--- config.mk ---
export PLATFORM = sky130hd
export DESIGN_NAME = spi_slave_mode_flat
export DESIGN_NICKNAME = d
export VERILOG_FILES = /design/src/rtl/spi_pkg.sv /design/src/rtl/spi_slave_mode_if.sv /design/src/rtl/spi_sync_edge.sv /design/src/rtl/spi_slave_mode.sv /design/src/flat_wrapper.sv
export SDC_FILE = /design/constraint.sdc
export NUM_CORES = 1
export LEC_CHECK = 0
export CORE_MARGIN = 10
export CORE_UTILIZATION = 59
export CTS_CLUSTER_DIAMETER = 120
export DETAILED_ROUTE_END_ITERATION = 12
export PLACE_DENSITY = 0.95
export SKIP_LAST_GASP = 1
export SLEW_MARGIN = 25
export SYNTH_ARGS = -nofsm -noshare
export SYNTH_HDL_FRONTEND = slang
export SYNTH_SLANG_ARGS = --single-unit
export TNS_END_PERCENT = 30
--- constraint.sdc ---
create_clock -name clk -period 5.9 [get_ports clk]
set_clock_uncertainty 0.1 [all_clocks]
set_input_delay 1.77 -clock clk [delete_from_list [all_inputs] [get_ports clk]]
set_output_delay 1.77 -clock clk [all_outputs]
set_load 0.05 [all_outputs]
--- src/rtl/spi_pkg.sv ---
// Shared types and helpers for the spi_slave_mode block.
package spi_pkg;

  typedef enum logic [1:0] {
    IDLE  = 2'd0,
    LOAD  = 2'd1,
    SHIFT = 2'd2
  } spi_state_e;

  localparam int unsigned MAX_DATA_SIZE = 32;
  localparam int unsigned IDX_W         = $clog2(MAX_DATA_SIZE);

  // Bit counter width able to hold the value data_size itself
  function automatic int unsigned cnt_width(input int unsigned data_size);
    return $clog2(data_size + 1);
  endfunction

  // First bit to appear on the wire for a word of the given width
  function automatic logic first_bit(input logic [MAX_DATA_SIZE-1:0] word,
                                     input int unsigned width,
                                     input logic msb_first);
    return msb_first ? word[IDX_W'(width - 32'd1)] : word[0];
  endfunction

endpackage

--- src/rtl/spi_slave_mode_if.sv ---
// Fabric-side valid/ready bus and status of the SPI slave.
interface spi_slave_mode_if #(
  parameter int unsigned DATA_SIZE = 16
);
  logic [DATA_SIZE-1:0] rx_data;
  logic                 rx_valid;
  logic                 rx_ready;
  logic [DATA_SIZE-1:0] tx_data;
  logic                 tx_valid;
  logic                 tx_ready;
  logic                 busy;
  logic                 overrun;
  logic                 underrun;
  logic                 clr_err;

  modport slave (
    output rx_data, rx_valid, tx_ready, busy, overrun, underrun,
    input  rx_ready, tx_data, tx_valid, clr_err
  );

  modport master (
    input  rx_data, rx_valid, tx_ready, busy, overrun, underrun,
    output rx_ready, tx_data, tx_valid, clr_err
  );
endinterface

--- src/rtl/spi_sync_edge.sv ---
// Multi-stage synchroniser with rise/fall pulses from the last two samples.
module spi_sync_edge #(
  parameter int unsigned STAGES  = 2,
  parameter logic        RST_VAL = 1'b0
) (
  input  logic clk,
  input  logic rst,
  input  logic i_d,
  output logic o_level,
  output logic o_rise,
  output logic o_fall
);

  logic [STAGES-1:0] r_sync;
  logic              r_prev;

  // Synchroniser chain plus one history stage for edge detection
  always_ff @(posedge clk or posedge rst) begin
    if (rst) begin
      r_sync <= {STAGES{RST_VAL}};
      r_prev <= RST_VAL;
    end else begin
      r_sync <= {r_sync[STAGES-2:0], i_d};
      r_prev <= r_sync[STAGES-1];
    end
  end

  assign o_level = r_sync[STAGES-1];
  assign o_rise  = r_sync[STAGES-1] & ~r_prev;
  assign o_fall  = ~r_sync[STAGES-1] & r_prev;

endmodule

--- src/rtl/spi_slave_mode.sv ---
// SPI slave, all CPOL/CPHA modes, MSB/LSB-first, buffered RX/TX words.
// Optional: define SPI_SLAVE_MODE_LOOPBACK_EN to add the lpbk input, which
// reloads the shifter from the last received word instead of TX holding.
module spi_slave_mode
  import spi_pkg::*;
#(
  parameter int unsigned          DATA_SIZE   = 16,
  parameter bit                   CPOL        = 1'b0,
  parameter bit                   CPHA        = 1'b0,
  parameter bit                   MSB_FIRST   = 1'b1,
  parameter int unsigned          SYNC_STAGES = 2,
  parameter logic [DATA_SIZE-1:0] TX_DEFAULT  = '0
) (
  input  logic clk,
  input  logic rst,
  input  logic sclk,
  input  logic cs_n,
  input  logic mosi,
  output logic miso,
`ifdef SPI_SLAVE_MODE_LOOPBACK_EN
  input  logic lpbk,
`endif
  spi_slave_mode_if.slave bus
);

  localparam int unsigned CNT_W    = cnt_width(DATA_SIZE);
  localparam logic [1:0]  ST_IDLE  = IDLE;
  localparam logic [1:0]  ST_LOAD  = LOAD;
  localparam logic [1:0]  ST_SHIFT = SHIFT;

  logic w_sclk_lvl, w_sclk_rise, w_sclk_fall;
  logic w_cs_lvl, w_cs_rise, w_cs_fall;
  logic w_mosi, w_mosi_rise, w_mosi_fall;
  logic w_unused;

  spi_sync_edge #(.STAGES(SYNC_STAGES), .RST_VAL(CPOL)) u_sync_sclk (
    .clk(clk), .rst(rst), .i_d(sclk),
    .o_level(w_sclk_lvl), .o_rise(w_sclk_rise), .o_fall(w_sclk_fall)
  );

  spi_sync_edge #(.STAGES(SYNC_STAGES), .RST_VAL(1'b1)) u_sync_cs (
    .clk(clk), .rst(rst), .i_d(cs_n),
    .o_level(w_cs_lvl), .o_rise(w_cs_rise), .o_fall(w_cs_fall)
  );

  spi_sync_edge #(.STAGES(SYNC_STAGES), .RST_VAL(1'b0)) u_sync_mosi (
    .clk(clk), .rst(rst), .i_d(mosi),
    .o_level(w_mosi), .o_rise(w_mosi_rise), .o_fall(w_mosi_fall)
  );

  // SHIFT exits on the cs_n level, so its rise pulse is not needed
  assign w_unused = &{1'b0, w_sclk_lvl, w_cs_rise, w_mosi_rise, w_mosi_fall};

  logic w_lead, w_trail, w_sample, w_shift;
  assign w_lead   = CPOL ? w_sclk_fall : w_sclk_rise;
  assign w_trail  = CPOL ? w_sclk_rise : w_sclk_fall;
  assign w_sample = CPHA ? w_trail : w_lead;
  assign w_shift  = CPHA ? w_lead  : w_trail;

  logic                 w_lb;
`ifdef SPI_SLAVE_MODE_LOOPBACK_EN
  assign w_lb = lpbk;
`else
  assign w_lb = 1'b0;
`endif

  logic [1:0]           r_state, w_state_nxt;
  logic [CNT_W-1:0]     r_cnt, w_cnt_nxt;
  logic [DATA_SIZE-1:0] r_rx_sh, w_rx_sh_nxt;
  logic [DATA_SIZE-1:0] r_tx_sh, w_tx_sh_nxt;
  logic [DATA_SIZE-1:0] r_tx_hold, w_tx_hold_nxt;
  logic [DATA_SIZE-1:0] r_rx_data, w_rx_data_nxt;
  logic                 r_tx_ready, w_tx_ready_nxt;
  logic                 r_rx_valid, w_rx_valid_nxt;
  logic                 r_ovr, w_ovr_nxt;
  logic                 r_und, w_und_nxt;
  logic                 r_skip, w_skip_nxt;
  logic                 w_load, w_start, w_done, w_ovr_set, w_und_set;
  logic                 w_accept;

  assign w_accept = bus.tx_valid & r_tx_ready;

  // Next-state and datapath decode
  always_comb begin
    w_state_nxt    = r_state;
    w_cnt_nxt      = r_cnt;
    w_rx_sh_nxt    = r_rx_sh;
    w_tx_sh_nxt    = r_tx_sh;
    w_tx_hold_nxt  = r_tx_hold;
    w_tx_ready_nxt = r_tx_ready;
    w_rx_data_nxt  = r_rx_data;
    w_rx_valid_nxt = r_rx_valid;
    w_ovr_nxt      = r_ovr;
    w_und_nxt      = r_und;
    w_skip_nxt     = r_skip;
    w_load         = 1'b0;
    w_start        = 1'b0;
    w_done         = 1'b0;
    w_ovr_set      = 1'b0;
    w_und_set      = 1'b0;

    case (r_state)
      ST_IDLE: begin
        if (w_cs_fall) w_state_nxt = ST_LOAD;
      end
      ST_LOAD: begin
        w_load      = 1'b1;
        w_start     = 1'b1;
        w_cnt_nxt   = '0;
        // CPHA=1: the first leading edge must not advance the pre-driven bit
        w_skip_nxt  = CPHA;
        w_state_nxt = ST_SHIFT;
      end
      ST_SHIFT: begin
        if (w_cs_lvl) begin
          w_cnt_nxt   = '0;
          w_state_nxt = ST_IDLE;
        end else if (r_cnt == CNT_W'(DATA_SIZE)) begin
          w_done     = 1'b1;
          w_load     = 1'b1;
          w_cnt_nxt  = '0;
          // The next shift edge belongs to the word just completed
          w_skip_nxt = 1'b1;
        end else begin
          if (w_sample) begin
            w_rx_sh_nxt = MSB_FIRST ? {r_rx_sh[DATA_SIZE-2:0], w_mosi}
                                    : {w_mosi, r_rx_sh[DATA_SIZE-1:1]};
            w_cnt_nxt   = r_cnt + CNT_W'(1);
          end
          if (w_shift) begin
            if (r_skip) w_skip_nxt = 1'b0;
            else        w_tx_sh_nxt = MSB_FIRST ? {r_tx_sh[DATA_SIZE-2:0], 1'b0}
                                                : {1'b0, r_tx_sh[DATA_SIZE-1:1]};
          end
        end
      end
      default: w_state_nxt = ST_IDLE;
    endcase

    // Completed word hand-off to the RX buffer
    if (w_done) begin
      w_rx_data_nxt  = r_rx_sh;
      w_rx_valid_nxt = 1'b1;
      w_ovr_set      = r_rx_valid & ~bus.rx_ready;
    end else if (r_rx_valid && bus.rx_ready) begin
      w_rx_valid_nxt = 1'b0;
    end

    // Shifter load from loopback, TX holding, or the default word
    if (w_load) begin
      if (w_lb) begin
        w_tx_sh_nxt = w_done ? r_rx_sh : r_rx_data;
      end else if (!r_tx_ready) begin
        w_tx_sh_nxt    = r_tx_hold;
        w_tx_ready_nxt = 1'b1;
      end else begin
        w_tx_sh_nxt = TX_DEFAULT;
        w_und_set   = w_start;
      end
    end

    if (w_accept) begin
      w_tx_hold_nxt  = bus.tx_data;
      w_tx_ready_nxt = 1'b0;
    end

    // Sticky flags: a same-cycle set wins over clear
    if (bus.clr_err) begin
      w_ovr_nxt = 1'b0;
      w_und_nxt = 1'b0;
    end
    if (w_ovr_set) w_ovr_nxt = 1'b1;
    if (w_und_set) w_und_nxt = 1'b1;
  end

  // State and datapath registers
  always_ff @(posedge clk or posedge rst) begin
    if (rst) begin
      r_state    <= ST_IDLE;
      r_cnt      <= '0;
      r_rx_sh    <= '0;
      r_tx_sh    <= TX_DEFAULT;
      r_tx_hold  <= '0;
      r_tx_ready <= 1'b1;
      r_rx_data  <= '0;
      r_rx_valid <= 1'b0;
      r_ovr      <= 1'b0;
      r_und      <= 1'b0;
      r_skip     <= 1'b0;
    end else begin
      r_state    <= w_state_nxt;
      r_cnt      <= w_cnt_nxt;
      r_rx_sh    <= w_rx_sh_nxt;
      r_tx_sh    <= w_tx_sh_nxt;
      r_tx_hold  <= w_tx_hold_nxt;
      r_tx_ready <= w_tx_ready_nxt;
      r_rx_data  <= w_rx_data_nxt;
      r_rx_valid <= w_rx_valid_nxt;
      r_ovr      <= w_ovr_nxt;
      r_und      <= w_und_nxt;
      r_skip     <= w_skip_nxt;
    end
  end

  assign miso         = first_bit(32'(r_tx_sh), DATA_SIZE, MSB_FIRST);
  assign bus.rx_data  = r_rx_data;
  assign bus.rx_valid = r_rx_valid;
  assign bus.tx_ready = r_tx_ready;
  assign bus.busy     = ~w_cs_lvl;
  assign bus.overrun  = r_ovr;
  assign bus.underrun = r_und;

endmodule

--- src/flat_wrapper.sv ---
// flat-port wrapper written by rule: the top's interface ports become plain ports
module spi_slave_mode_flat import spi_pkg::*;
#(
  parameter int unsigned          DATA_SIZE   = 16,
  parameter bit                   CPOL        = 1'b0,
  parameter bit                   CPHA        = 1'b0,
  parameter bit                   MSB_FIRST   = 1'b1,
  parameter int unsigned          SYNC_STAGES = 2,
  parameter logic [DATA_SIZE-1:0] TX_DEFAULT  = '0
)
  (clk, rst, sclk, cs_n, mosi, miso, bus_rx_data, bus_rx_valid, bus_tx_ready, bus_busy, bus_overrun, bus_underrun, bus_rx_ready, bus_tx_data, bus_tx_valid, bus_clr_err);
  spi_slave_mode_if #(.DATA_SIZE(DATA_SIZE)) bus_i ();
  input  logic clk;
  input  logic rst;
  input  logic sclk;
  input  logic cs_n;
  input  logic mosi;
  output logic miso;
  output wire logic [$bits(bus_i.rx_data)-1:0] bus_rx_data;
  output wire logic [$bits(bus_i.rx_valid)-1:0] bus_rx_valid;
  output wire logic [$bits(bus_i.tx_ready)-1:0] bus_tx_ready;
  output wire logic [$bits(bus_i.busy)-1:0] bus_busy;
  output wire logic [$bits(bus_i.overrun)-1:0] bus_overrun;
  output wire logic [$bits(bus_i.underrun)-1:0] bus_underrun;
  input wire logic [$bits(bus_i.rx_ready)-1:0] bus_rx_ready;
  input wire logic [$bits(bus_i.tx_data)-1:0] bus_tx_data;
  input wire logic [$bits(bus_i.tx_valid)-1:0] bus_tx_valid;
  input wire logic [$bits(bus_i.clr_err)-1:0] bus_clr_err;
  assign bus_rx_data = bus_i.rx_data;
  assign bus_rx_valid = bus_i.rx_valid;
  assign bus_tx_ready = bus_i.tx_ready;
  assign bus_busy = bus_i.busy;
  assign bus_overrun = bus_i.overrun;
  assign bus_underrun = bus_i.underrun;
  assign bus_i.rx_ready = bus_rx_ready;
  assign bus_i.tx_data = bus_tx_data;
  assign bus_i.tx_valid = bus_tx_valid;
  assign bus_i.clr_err = bus_clr_err;
  spi_slave_mode #(.DATA_SIZE(DATA_SIZE), .CPOL(CPOL), .CPHA(CPHA), .MSB_FIRST(MSB_FIRST), .SYNC_STAGES(SYNC_STAGES), .TX_DEFAULT(TX_DEFAULT)) u_core (.clk(clk), .rst(rst), .sclk(sclk), .cs_n(cs_n), .mosi(mosi), .miso(miso), .bus(bus_i));
endmodule
After elaboration in Yosys (flattened, before gate mapping)
Cells that the tools add are included.

Add/sub/neg operators: 1. Equal/unequal tests: 11. Multiplexer cells: 33. Bitwise gates (word level): 10. Reductions and logical operators: 14.

Operators by type and width (count): $mux 16 (7); $mux 1 (17); $mux 5 (3); $reduce_bool 2->1 (7); $pmux 5 s2 (1); $ne 2x2->1 const B (4); $pmux 2 s3 (1); $add 5x1->5 const B (1); $and 1x1->1 (5); $eq 5x5->1 const B (1); $not 1->1 (5); $reduce_and 5->1 (1); $mux 2 (2); $ne 2x1->1 const B (2); $ne 4x3->1 const B (1); $pmux 1 s2 (2); $reduce_and 2->1 (2); $reduce_and 4->1 (1); $ne 3x2->1 const B (1); $reduce_and 3->1 (1); $eq 2x1->1 const B (1); $eq 2x2->1 const B (1); $logic_not 2->1 (1); $logic_and 1x1->1 (1).

Register bits: 84. Output and inout bits: 22.

Depth between registers and ports, before layout
Depth in word-level cells: 7. Gate-level depth with buffers: 8. Gate-level depth less buffers: 6.

Modules after synthesis
Synthesis repeated with hierarchy kept, for this count alone.

Cell total of the unflattened synthesis: 294. Area total of the unflattened synthesis: 3607.2 um^2.

Modules (own cells, without submodules): spi_slave_mode (instances 1, cells an instance 276, area each 3321.9 um^2); spi_sync_edge at u_core.u_sync_mosi ... (instances 2, cells an instance 6, area each 93.8 um^2); spi_sync_edge at u_core.u_sync_cs (instances 1, cells an instance 6, area each 97.6 um^2).

Worst setup path after synthesis
Ideal clock, no wire load.

Path type: input to register. Start: in bus_tx_valid. End: reg u_core.r_tx_hold[0]. Arrival: 2683 ps. Setup slack: 2992 ps. Stages on the path: 3. Buffers on the path: 1. Path through: nand2_1 > clkbuf_1 > mux2_2.

Word-level cells in the longest chain between the ends: 1.

RTL lines: from (decl) (line flat_wrapper.sv:27) `input wire logic [$bits(bus_i.tx_valid)-1:0] bus_tx_valid;`; $and 1x1->1 (line spi_slave_mode.sv:81) `assign w_accept = bus.tx_valid & r_tx_ready;`; to (signal assigned) (line spi_slave_mode.sv:195) `r_tx_hold <= w_tx_hold_nxt;`; to (decl) (line spi_slave_mode.sv:71) `logic [DATA_SIZE-1:0] r_tx_hold, w_tx_hold_nxt;`.

Every way passes these cells. A chain may end at the register's enable or synchronous reset.

Worst setup path after layout
Start: reg u_core.r_tx_ready (netlist: u_core.bus.tx_ready). End: out bus_tx_ready.

RTL lines: from (decl) (line spi_slave_mode.sv:73) `logic r_tx_ready, w_tx_ready_nxt;`; from (signal assigned) (line spi_slave_mode.sv:196) `r_tx_ready <= w_tx_ready_nxt;`; to (decl) (line flat_wrapper.sv:21) `output wire logic [$bits(bus_i.tx_ready)-1:0] bus_tx_ready;`.

No word-level cell between the ends.

==> qor.yml <==
status: "finished, final reports clean"
cts_buffer_depth: 2
synthAdderAreaFrac_pct: 1.793
placed_area_um2: 4001
hp-class: "flop to flop"
synth_nets: 285
cts_tree: "done"
period_needed_ps: 3582
start_util_pct: 62.20
synth_top_area_cell: "dfrtp_1"
worstPathBufferInverterCount: 1
vdd_drop_max_mv: 0.3872
synth_seq_cells: 84
clkSlewWorstSetupHoldPaths_ps: 80
drive_gt1_share_pct: 27.18
path_delay_family: "buffers and inverters"
grt_use_met2_pct: 24.13
utilization_pct: 75.35
slew_headroom_pct: 43.90
diodes: 0
num_vias: 2138
finalHoldWorstSlack_ps: 254.5
synth_area_leaders: "dfrtp_1 57%, mux2_2 15%, mux2i_1 4.9%, dfstp_2 3.0%, nand3_1 2.3%"
synth.distinct_cells: 37
track_usage_pct: 14.42
synth_flop_cell: "dfrtp_1"
synth_xor_area_share_pct: 0
avgViaCountPerCell: 5.612
synth_commonest_cells: "80 x dfrtp_1, 48 x mux2_2, 17 x mux2i_1"
critical_path.max_stage_delay_ps: 810
antenna_found_initial: 0
io-pin-count: 46
critPathSlowestCell: "clkdlybuf4s50_1"
cp.arrival_ps: 1710
area_growth_pct: 21.13
first_pass_iters: 4
fin_crit_sh_pct: 60.72
fp.coreArea_um2: 5608
grt_pass1_vias: 2308
chipWidth_um: 96.89
syn_inst: 256
met3_usage_pct: 3.691
muxShareOfSynthArea_pct: 20.37
critPathLaunchType: "flop"
port_buffers: 45
wl_per_cell_um: 17.51
synth_compound_area_share_pct: 7.030
seq_area_frac_synth_pct: 60.40
gp_congestion: 0.8084
fin_tns_setup_ps: 0
clock_sinks: 84
drcViolationCount: 0
ys_warn_count: 0
grt_max_degree: 52
synth_area_um2: 3488
grt_pass1_wl_mm: 11.32
end_kind: "output port"
finalSetupViolCount: 0
synth_top_family_by_area: "multiplexers"
antenna_left: 0
dpl.hpwl_mm: 4.552
async_reset_ff_share_pct: 100.0
fin_nets: 333
clkLatencyLatePin_ps: 350
rsz0062_at_grt: "no"
syn_avg_cell_area_um2: 13.63
crit_type: "flop to output port"
synth_top_area_share_pct: 57.39
routed_wl_mm: 6.670
busiest_layer: "met2"
numCtsBuffers: 9
postLayoutCellArea_um2: 4225
power_density_nw_per_um2: 384.4
crit_chain: "clkdlybuf4s50_1"
synthSimpleGateAreaFrac_pct: 7.747
cts-resized-gates: 0
post_cts_buffers: 0
fp-row-count: 27
drv_slew: 0
globalRouteMet1Util_pct: 16.83
maxCapViolCount: 0
cts_root_buf: "clkbuf_8"
hold_buffers: 0
drt-initial-drc-count: 86
chipHeight_um: 96.89
setup_ws_ps: 2318
worst_pin_slew_ps: 841.5
leakagePower_nw: 1.887
yosysMostFrequentCell: "dfrtp_1"
overflow: 0
critPathRequiredTime_ps: 4030
cp_max_fo: 4
fmax_mhz: 279.2
final-hold-violation-count: 0
h-tree-depth: 3
pre_cts_ws_ps: 2542
synth_edf_count: 0
die_area_um2: 9388
[power by group]
group | internal, mW | switching (mW)
combinational | 0.182 | 0.213
clock | 0.240 | 0.210
sequential | 0.702 | 0.0764
[state kept, by name, indices dropped and copies added, names as in the netlist]
| signal | cells |
|---|---|
| u_core.r_state | 2 |
| u_core.r_tx_sh | 16 |
| u_core.bus.rx_valid | 1 |
| u_core.u_sync_sclk.r_sync | 2 |
| u_core.u_sync_cs.r_prev | 1 |
| u_core.bus.overrun | 1 |
| u_core.u_sync_mosi.r_sync | 2 |
| u_core.u_sync_cs.r_sync | 2 |
| u_core.r_rx_sh | 16 |
| u_core.r_skip | 1 |
| u_core.r_tx_hold | 16 |
| u_core.u_sync_sclk.r_prev | 1 |
| u_core.bus.underrun | 1 |
| u_core.bus.tx_ready | 1 |
| u_core.bus.rx_data | 16 |
| u_core.r_cnt | 5 |
[layout make-up]
class                      count  area [um2]
inverter                      10       38.79
tap                           72       90.09
clock buffer                   9       123.9
sequential                    84        2107
timing repair buffer          48       473.0
clock inverter                 7       100.1
fill                         365        1383
multi-input combinational    151        1292
[path summary, 6_finish.rpt]
kind / startpoint / endpoint / slack, ps / cells after the start
setup / recovery: u_core.bus.tx_ready / bus_tx_ready / 2320 / 1
hold / removal: u_core.u_sync_sclk.r_sync[0] / u_core.u_sync_sclk.r_sync[1] / 250 / 0
setup reg to reg: u_core.r_state[0] / u_core.r_rx_sh[1] / 3220 / 5
hold reg to reg: u_core.u_sync_sclk.r_sync[0] / u_core.u_sync_sclk.r_sync[1] / 250 / 0
max in group asynchronous: rst / u_core.r_cnt[0] / 2990 / 3
min in group asynchronous: rst / u_core.r_rx_sh[3] / 1780 / 2
[metal layers]
layer  wire, um  vias to the layer above  part of all wire [%]
met5          0                        -                     0
met4        117                        0                   1.8
met3        227                       11                   3.4
met2       3432                       43                    51
met1       2892                     1074                    43
li1           -                     1010                     -
[stage by stage]
stage | total power [mW] | cells
6_report | 1.624 | 381
5_1_grt | 1.710 | 381
4_1_cts | 1.635 | 381
3_5_place_dp | 1.180 | 365
3_3_place_gp | 1.150 | 365
2_1_floorplan | 1.073 | 256
[cell usage in the layout (no fill, tap or decap), types with 4 or more instances in the layout]
master / Yosys / routed
inv_1: 9 / 8
mux2_2: 48 / 48
clkdlybuf4s50_1: 0 / 45
nand3_1: 16 / 16
o21ai_2: 9 / 10
o21ai_1: 7 / 6
ha_1: 5 / 5
mux2i_1: 17 / 17
o21ai_0: 6 / 6
dfstp_2: 4 / 4
nand2_1: 10 / 10
dfrtp_1: 80 / 80
clkbuf_8: 0 / 9
[logic make-up (layout without fill, tap and decap cells)]
family / count (synthesis) / count (layout)
and+or+nand+nor: 45 / 45
DFF: 84 / 84
muxes: 65 / 65
buffers and inverters: 21 / 74
adders and majority gates: 5 / 5
AOI/OAI and AO/OA: 36 / 36
No activity file was read; power rests on OpenSTA's default activity.
